<file path="src/rtl/buffer_master_if.sv">
// Bundle of the command, write-stream, read-stream and buffer-port signals of buffer_master.
// master = the burst initiator's view; slave = the surrounding datapath/buffer view.
interface buffer_master_if #(
    parameter int DATA_W = 32,
    parameter int ADDR_W = 4
);
    logic              cmd_valid;
    logic              cmd_ready;
    logic              cmd_write;
    logic [ADDR_W-1:0] cmd_addr;
    logic [ADDR_W-1:0] cmd_len;
    logic              in_valid;
    logic              in_ready;
    logic [DATA_W-1:0] in_data;
    logic              out_valid;
    logic              out_ready;
    logic [DATA_W-1:0] out_data;
    logic              buf_en;
    logic              buf_write;
    logic [ADDR_W-1:0] buf_addr;
    logic [DATA_W-1:0] buf_wdata;
    logic [DATA_W-1:0] buf_rdata;
    logic              done;
    logic              err;

    modport master (
        input  cmd_valid, cmd_write, cmd_addr, cmd_len,
        output cmd_ready,
        input  in_valid, in_data,
        output in_ready,
        output out_valid, out_data,
        input  out_ready,
        output buf_en, buf_write, buf_addr, buf_wdata,
        input  buf_rdata,
        output done, err
    );

    modport slave (
        output cmd_valid, cmd_write, cmd_addr, cmd_len,
        input  cmd_ready,
        output in_valid, in_data,
        input  in_ready,
        input  out_valid, out_data,
        output out_ready,
        input  buf_en, buf_write, buf_addr, buf_wdata,
        output buf_rdata,
        input  done, err
    );
endinterface

</file>
<file path="src/rtl/buffer_master.sv">
// Burst initiator for the 16x32 register buffer: write bursts from in-stream, read bursts to out-stream.
// Optional macro BUFFER_MASTER_BOUND_CHECK_EN: bursts running past the top entry are rejected with err.
module buffer_master #(
    parameter int DATA_W = 32,
    parameter int ADDR_W = 4
) (
    input  logic            clk,
    input  logic            reset,
    buffer_master_if.master bm
);

    typedef enum logic [2:0] {
        S_IDLE  = 3'd0,
        S_WRITE = 3'd1,
        S_READ  = 3'd2,
        S_DRAIN = 3'd3,
        S_DONE  = 3'd4
    } state_e;

    localparam logic [ADDR_W-1:0] ADDR_ONE  = {{(ADDR_W-1){1'b0}}, 1'b1};
    localparam logic [ADDR_W-1:0] ADDR_ZERO = {ADDR_W{1'b0}};

    state_e            state_q, state_d;
    logic [ADDR_W-1:0] addr_q, addr_d;
    logic [ADDR_W-1:0] remain_q, remain_d;
    logic [DATA_W-1:0] out_data_q, out_data_d;
    logic              out_valid_q, out_valid_d;
    logic              err_q, err_d;

    logic              cmd_ready_s;
    logic              cmd_fire_s;
    logic              bound_err_s;
    logic              wr_fire_s;
    logic              rd_issue_s;
    logic              out_hs_s;
    logic              last_beat_s;
    logic              buf_en_s;
    logic              buf_write_s;
    logic              in_ready_s;
    logic [ADDR_W-1:0] buf_addr_s;
    logic [DATA_W-1:0] buf_wdata_s;

    assign cmd_ready_s = (state_q == S_IDLE) && !out_valid_q && !reset;
    assign cmd_fire_s  = bm.cmd_valid && cmd_ready_s;
    assign wr_fire_s   = (state_q == S_WRITE) && bm.in_valid && !reset;
    assign rd_issue_s  = (state_q == S_READ) && (!out_valid_q || bm.out_ready) && !reset;
    assign out_hs_s    = out_valid_q && bm.out_ready;
    assign last_beat_s = (remain_q == ADDR_ZERO);

`ifdef BUFFER_MASTER_BOUND_CHECK_EN
    // Extra top bit keeps the carry so a run past the last entry is visible.
    assign bound_err_s = ({1'b0, bm.cmd_addr} + {1'b0, bm.cmd_len}) > {1'b0, {ADDR_W{1'b1}}};
`else
    assign bound_err_s = 1'b0;
`endif

    // State register.
    always_ff @(posedge clk) begin
        if (reset) begin
            state_q <= S_IDLE;
        end else begin
            state_q <= state_d;
        end
    end

    // Next-state decode.
    always_comb begin
        state_d = state_q;
        case (state_q)
            S_IDLE: begin
                if (cmd_fire_s && !bound_err_s) begin
                    state_d = bm.cmd_write ? S_WRITE : S_READ;
                end else begin
                    state_d = S_IDLE;
                end
            end
            S_WRITE: begin
                if (wr_fire_s && last_beat_s) begin
                    state_d = S_DONE;
                end else begin
                    state_d = S_WRITE;
                end
            end
            S_READ: begin
                if (rd_issue_s && last_beat_s) begin
                    state_d = S_DRAIN;
                end else begin
                    state_d = S_READ;
                end
            end
            S_DRAIN: begin
                if (out_hs_s) begin
                    state_d = S_DONE;
                end else begin
                    state_d = S_DRAIN;
                end
            end
            S_DONE:  state_d = S_IDLE;
            default: state_d = S_IDLE;
        endcase
    end

    // Datapath registers: burst address/count, read output holding register, reject pulse.
    always_ff @(posedge clk) begin
        if (reset) begin
            addr_q      <= ADDR_ZERO;
            remain_q    <= ADDR_ZERO;
            out_data_q  <= {DATA_W{1'b0}};
            out_valid_q <= 1'b0;
            err_q       <= 1'b0;
        end else begin
            addr_q      <= addr_d;
            remain_q    <= remain_d;
            out_data_q  <= out_data_d;
            out_valid_q <= out_valid_d;
            err_q       <= err_d;
        end
    end

    // Datapath next-state: load on accept, advance on each beat, refill/clear the output stage.
    always_comb begin
        addr_d      = addr_q;
        remain_d    = remain_q;
        out_data_d  = out_data_q;
        out_valid_d = out_valid_q;
        err_d       = cmd_fire_s && bound_err_s;
        if (cmd_fire_s && !bound_err_s) begin
            addr_d   = bm.cmd_addr;
            remain_d = bm.cmd_len;
        end else if (wr_fire_s || rd_issue_s) begin
            // Address wraps naturally at ADDR_W bits.
            addr_d   = addr_q + ADDR_ONE;
            remain_d = remain_q - ADDR_ONE;
        end else begin
            addr_d   = addr_q;
            remain_d = remain_q;
        end
        if (rd_issue_s) begin
            out_data_d  = bm.buf_rdata;
            out_valid_d = 1'b1;
        end else if (out_hs_s) begin
            out_valid_d = 1'b0;
        end else begin
            out_valid_d = out_valid_q;
        end
    end

    // Buffer port and write-stream ready; combinational so the buffer captures on the handshake edge.
    always_comb begin
        buf_en_s    = 1'b0;
        buf_write_s = 1'b0;
        buf_addr_s  = addr_q;
        buf_wdata_s = {DATA_W{1'b0}};
        in_ready_s  = 1'b0;
        case (state_q)
            S_WRITE: begin
                if (!reset) begin
                    in_ready_s  = 1'b1;
                    buf_en_s    = bm.in_valid;
                    buf_write_s = 1'b1;
                    buf_wdata_s = bm.in_data;
                end else begin
                    in_ready_s  = 1'b0;
                end
            end
            S_READ: begin
                if (rd_issue_s) begin
                    buf_en_s = 1'b1;
                end else begin
                    buf_en_s = 1'b0;
                end
            end
            default: begin
                buf_en_s = 1'b0;
            end
        endcase
    end

    assign bm.cmd_ready = cmd_ready_s;
    assign bm.in_ready  = in_ready_s;
    assign bm.buf_en    = buf_en_s;
    assign bm.buf_write = buf_write_s;
    assign bm.buf_addr  = buf_addr_s;
    assign bm.buf_wdata = buf_wdata_s;
    assign bm.out_valid = out_valid_q;
    assign bm.out_data  = out_data_q;
    assign bm.done      = (state_q == S_DONE) && !reset;
    assign bm.err       = err_q && !reset;

endmodule

</file>
<file path="src/flat_wrapper.sv">
// flat-port wrapper written by rule: the top's interface ports become plain ports
module buffer_master_flat 
#(
    parameter int DATA_W = 32,
    parameter int ADDR_W = 4
)
  (clk, reset, bm_cmd_valid, bm_cmd_write, bm_cmd_addr, bm_cmd_len, bm_cmd_ready, bm_in_valid, bm_in_data, bm_in_ready, bm_out_valid, bm_out_data, bm_out_ready, bm_buf_en, bm_buf_write, bm_buf_addr, bm_buf_wdata, bm_buf_rdata, bm_done, bm_err);
  buffer_master_if #(.DATA_W(DATA_W), .ADDR_W(ADDR_W)) bm_i ();
  input  logic clk;
  input  logic reset;
  input wire logic [$bits(bm_i.cmd_valid)-1:0] bm_cmd_valid;
  input wire logic [$bits(bm_i.cmd_write)-1:0] bm_cmd_write;
  input wire logic [$bits(bm_i.cmd_addr)-1:0] bm_cmd_addr;
  input wire logic [$bits(bm_i.cmd_len)-1:0] bm_cmd_len;
  output wire logic [$bits(bm_i.cmd_ready)-1:0] bm_cmd_ready;
  input wire logic [$bits(bm_i.in_valid)-1:0] bm_in_valid;
  input wire logic [$bits(bm_i.in_data)-1:0] bm_in_data;
  output wire logic [$bits(bm_i.in_ready)-1:0] bm_in_ready;
  output wire logic [$bits(bm_i.out_valid)-1:0] bm_out_valid;
  output wire logic [$bits(bm_i.out_data)-1:0] bm_out_data;
  input wire logic [$bits(bm_i.out_ready)-1:0] bm_out_ready;
  output wire logic [$bits(bm_i.buf_en)-1:0] bm_buf_en;
  output wire logic [$bits(bm_i.buf_write)-1:0] bm_buf_write;
  output wire logic [$bits(bm_i.buf_addr)-1:0] bm_buf_addr;
  output wire logic [$bits(bm_i.buf_wdata)-1:0] bm_buf_wdata;
  input wire logic [$bits(bm_i.buf_rdata)-1:0] bm_buf_rdata;
  output wire logic [$bits(bm_i.done)-1:0] bm_done;
  output wire logic [$bits(bm_i.err)-1:0] bm_err;
  assign bm_i.cmd_valid = bm_cmd_valid;
  assign bm_i.cmd_write = bm_cmd_write;
  assign bm_i.cmd_addr = bm_cmd_addr;
  assign bm_i.cmd_len = bm_cmd_len;
  assign bm_cmd_ready = bm_i.cmd_ready;
  assign bm_i.in_valid = bm_in_valid;
  assign bm_i.in_data = bm_in_data;
  assign bm_in_ready = bm_i.in_ready;
  assign bm_out_valid = bm_i.out_valid;
  assign bm_out_data = bm_i.out_data;
  assign bm_i.out_ready = bm_out_ready;
  assign bm_buf_en = bm_i.buf_en;
  assign bm_buf_write = bm_i.buf_write;
  assign bm_buf_addr = bm_i.buf_addr;
  assign bm_buf_wdata = bm_i.buf_wdata;
  assign bm_i.buf_rdata = bm_buf_rdata;
  assign bm_done = bm_i.done;
  assign bm_err = bm_i.err;
  buffer_master #(.DATA_W(DATA_W), .ADDR_W(ADDR_W)) u_core (.clk(clk), .reset(reset), .bm(bm_i));
endmodule
</file>
<file path="config.mk">
export PLATFORM = sky130hd
export DESIGN_NAME = buffer_master_flat
export DESIGN_NICKNAME = d
export VERILOG_FILES = /design/src/rtl/buffer_master_if.sv /design/src/rtl/buffer_master.sv /design/src/flat_wrapper.sv
export SDC_FILE = /design/constraint.sdc
export NUM_CORES = 1
export LEC_CHECK = 0
export ABC_AREA = 1
export CORE_ASPECT_RATIO = 0.7
export CORE_MARGIN = 1.5
export CORE_UTILIZATION = 32
export DETAILED_ROUTE_END_ITERATION = 10
export PLACE_DENSITY = 0.88
export SETUP_SLACK_MARGIN = 0.05
export SLEW_MARGIN = 5
export SYNTH_ARGS = -nofsm -noshare
export SYNTH_HDL_FRONTEND = slang
export SYNTH_SLANG_ARGS = --single-unit
</file>
<file path="constraint.sdc">
create_clock -name clk -period 1.2 [get_ports clk]
set_clock_uncertainty 0.05 [all_clocks]
set_input_delay 0.12 -clock clk [delete_from_list [all_inputs] [get_ports clk]]
set_output_delay 0.12 -clock clk [all_outputs]
set_load 0.02 [all_outputs]
</file>
==> results_dict.tcl <==
set metrics [dict create \
    die_x_um 102 \
    hp-class "input pin to flop" \
    num_rows 25 \
    clock_path_buffers 2 \
    fin_hold_ws_ps 337 \
    crit_required_ps 1030 \
    groute.usage.overall 0.220 \
    initialDrtViolationCount 168 \
    clkSinkCount 44 \
    nets 612 \
    final_cell_mix "clkdlybuf4s50_1 (76), nand2_1 (58), buf_6 (50)" \
    finalSetupViolCount 80 \
    wl_per_cell_um 15.7 \
    io_buffers 151 \
    end_kind "output port" \
    final_common_cell "clkdlybuf4s50_1" \
    yosysWarnings 0 \
    synth_cells 342 \
    arrival_ps 1620 \
    hpwl_um 6260 \
    violations "negative setup slack" \
    ys_types 24 \
    slew_viol_final 0 \
    dieArea_sq_mm 0.00742 \
    rsz0062_at_grt "yes" \
    min_from "bm_buf_rdata[15]" \
    vias 2975 \
    fin_area_sq_mm 0.00512 \
    antennaDiodeCount 0 \
    place_congestion 0.864 \
    period_needed_ps 1790 \
    drc_errors 0 \
    irDropWorstVdd_mv 0.790 \
    ant_nets 0 \
    outcome "finished, violations left" \
    antenna_found_initial 0 \
    synth-seq-area-share 0.398 \
    clk_latency_ps 290 \
    grt_pass1_wl_um 12900 \
    syn_avg_cell_area_sq_um 6.46 \
    io_pins 153 \
    grt_pass1_vias 2742 \
    setup_slack_ps -588 \
    grt_overflow 0 \
    synth_area_leaders "dfxtp_1 (40%), nand2_1 (14%), nor2_1 (11%)" \
    worst-setup-path-type "flop to output port" \
    setup.worst_path.start "u_core.state_q[2]" \
    syn_nets 423 \
    netlist_area_sq_mm 0.00221 \
    hold_viol 0 \
    drive_above_1_share 0.409 \
    drt-total-wl_um 9790 \
    ys_ff_latch 44 \
    path_clk_slew_ps 80 \
    path_max_fanout 5 \
    yosysTopAreaCell "dfxtp_1" \
    cts_tree "built" \
    max_freq_ghz 0.559 \
    viasPerCell 4.76 \
    htree_levels 2 \
    post-place-ws_ps -975 \
    grt_max_degree 26 \
    p_leak_nw 2.33 \
    synth.top_cell.area_share 0.398 \
    min_period_over_period 1.49 \
    ctsRootBufferMaster "clkbuf_8" \
    setup.worst_path.start_class "flop" \
    drtPass1Iterations 4 \
    power.density_mw_per_mm2 792 \
    r2r_start "u_core.state_q[2]" \
    numCtsBuffers 5 \
    core-area_sq_mm 0.00673 \
    place_area_sq_mm 0.00429 \
    power_w 0.00405 \
    area_growth_pct 131 \
    start_util 0.329 \
    fp.dieH_um 72.5 \
    cap_violations 0 \
]
[report_power, final]
| group | leakage [nW] | internal (W) | switching [W] | total [W] |
|---|---|---|---|---|
| registers | 0.360 | 0.00154 | 0.0000565 | 0.00160 |
| clock network | 0.0410 | 0.000397 | 0.000479 | 0.000876 |
| logic | 1.93 | 0.000774 | 0.000805 | 0.00158 |
[cells in the mapped netlist, drive strengths merged]
cell	count
nor4	1
or2	1
clkbuf	9
inv	50
nor3	3
o21ai	13
xor2	2
dfxtp	44
nand4	10
nand2	85
nand3	13
nor2	71
buf	8
ha	3
a31oi	1
a21oi	27
conb	1
[kinds of logic after synthesis]
kind of cell / count (synthesis) / synth area share
fa+ha+maj: 3 / 0.0170
compound gates: 41 / 0.0934
simple gates: 184 / 0.358
flops: 44 / 0.398
buf+inv: 67 / 0.124
xor+xnor: 2 / 0.00792
other cells: 1 / 0.00170
[worst max-delay path, stage by stage, from the launching register on]
cell and delay (ps):
dfxtp_2 350, nor4_4 320, inv_2 100, buf_12 160, clkbuf_16 170, nor2_4 100, buf_6 130
[layout make-up]
cell class | count | area (sq um)
clock buffers | 6 | 72.6
well taps | 94 | 118
fillers | 464 | 1610
flip-flops and latches | 44 | 888
multi-input cells | 232 | 1680
clock inverters | 1 | 5.00
inverters | 50 | 208
repair buffers | 198 | 2140
[metal layers]
metal,share of wire,global-route usage,wire [um]
met4,0.018,0.0457,178
met5,0,0,0
met1,0.38,0.250,3670
met3,0.075,0.0588,732
met2,0.53,0.413,5210
[sequential cells by signal, indices dropped and copies added, names as in the netlist]
register	cells
u_core.bm.out_valid	1
u_core.state_q	3
u_core.bm.buf_addr	4
u_core.remain_q	4
u_core.bm.out_data	32
[metrics by stage]
step                      setup TNS (ps)  utilization  cells
after floorplan                   -13460            -    342
after global placement            -61420        0.639    602
after detailed placement          -63490        0.639    602
after CTS                         -34740        0.681    617
after global routing              -36650        0.761    625
final                             -30650        0.761    625
[final timing paths]
kind	cells past startpoint	endpoint	slack [ps]
setup reg to reg	9	u_core.remain_q[2]	-350
hold reg to reg	2	u_core.bm.out_data[14]	420
hold / removal	3	u_core.bm.out_data[15]	340
setup / recovery	6	bm_buf_wdata[27]	-590
[timing repair]
item	CTS	global route
hold buffers	0	0
cloned	4	5
pin swaps	5	39
setup buffers	6	5
setup endpoints to repair	117	116
resized for setup	285	160
Power figures use the tool's default switching activity.
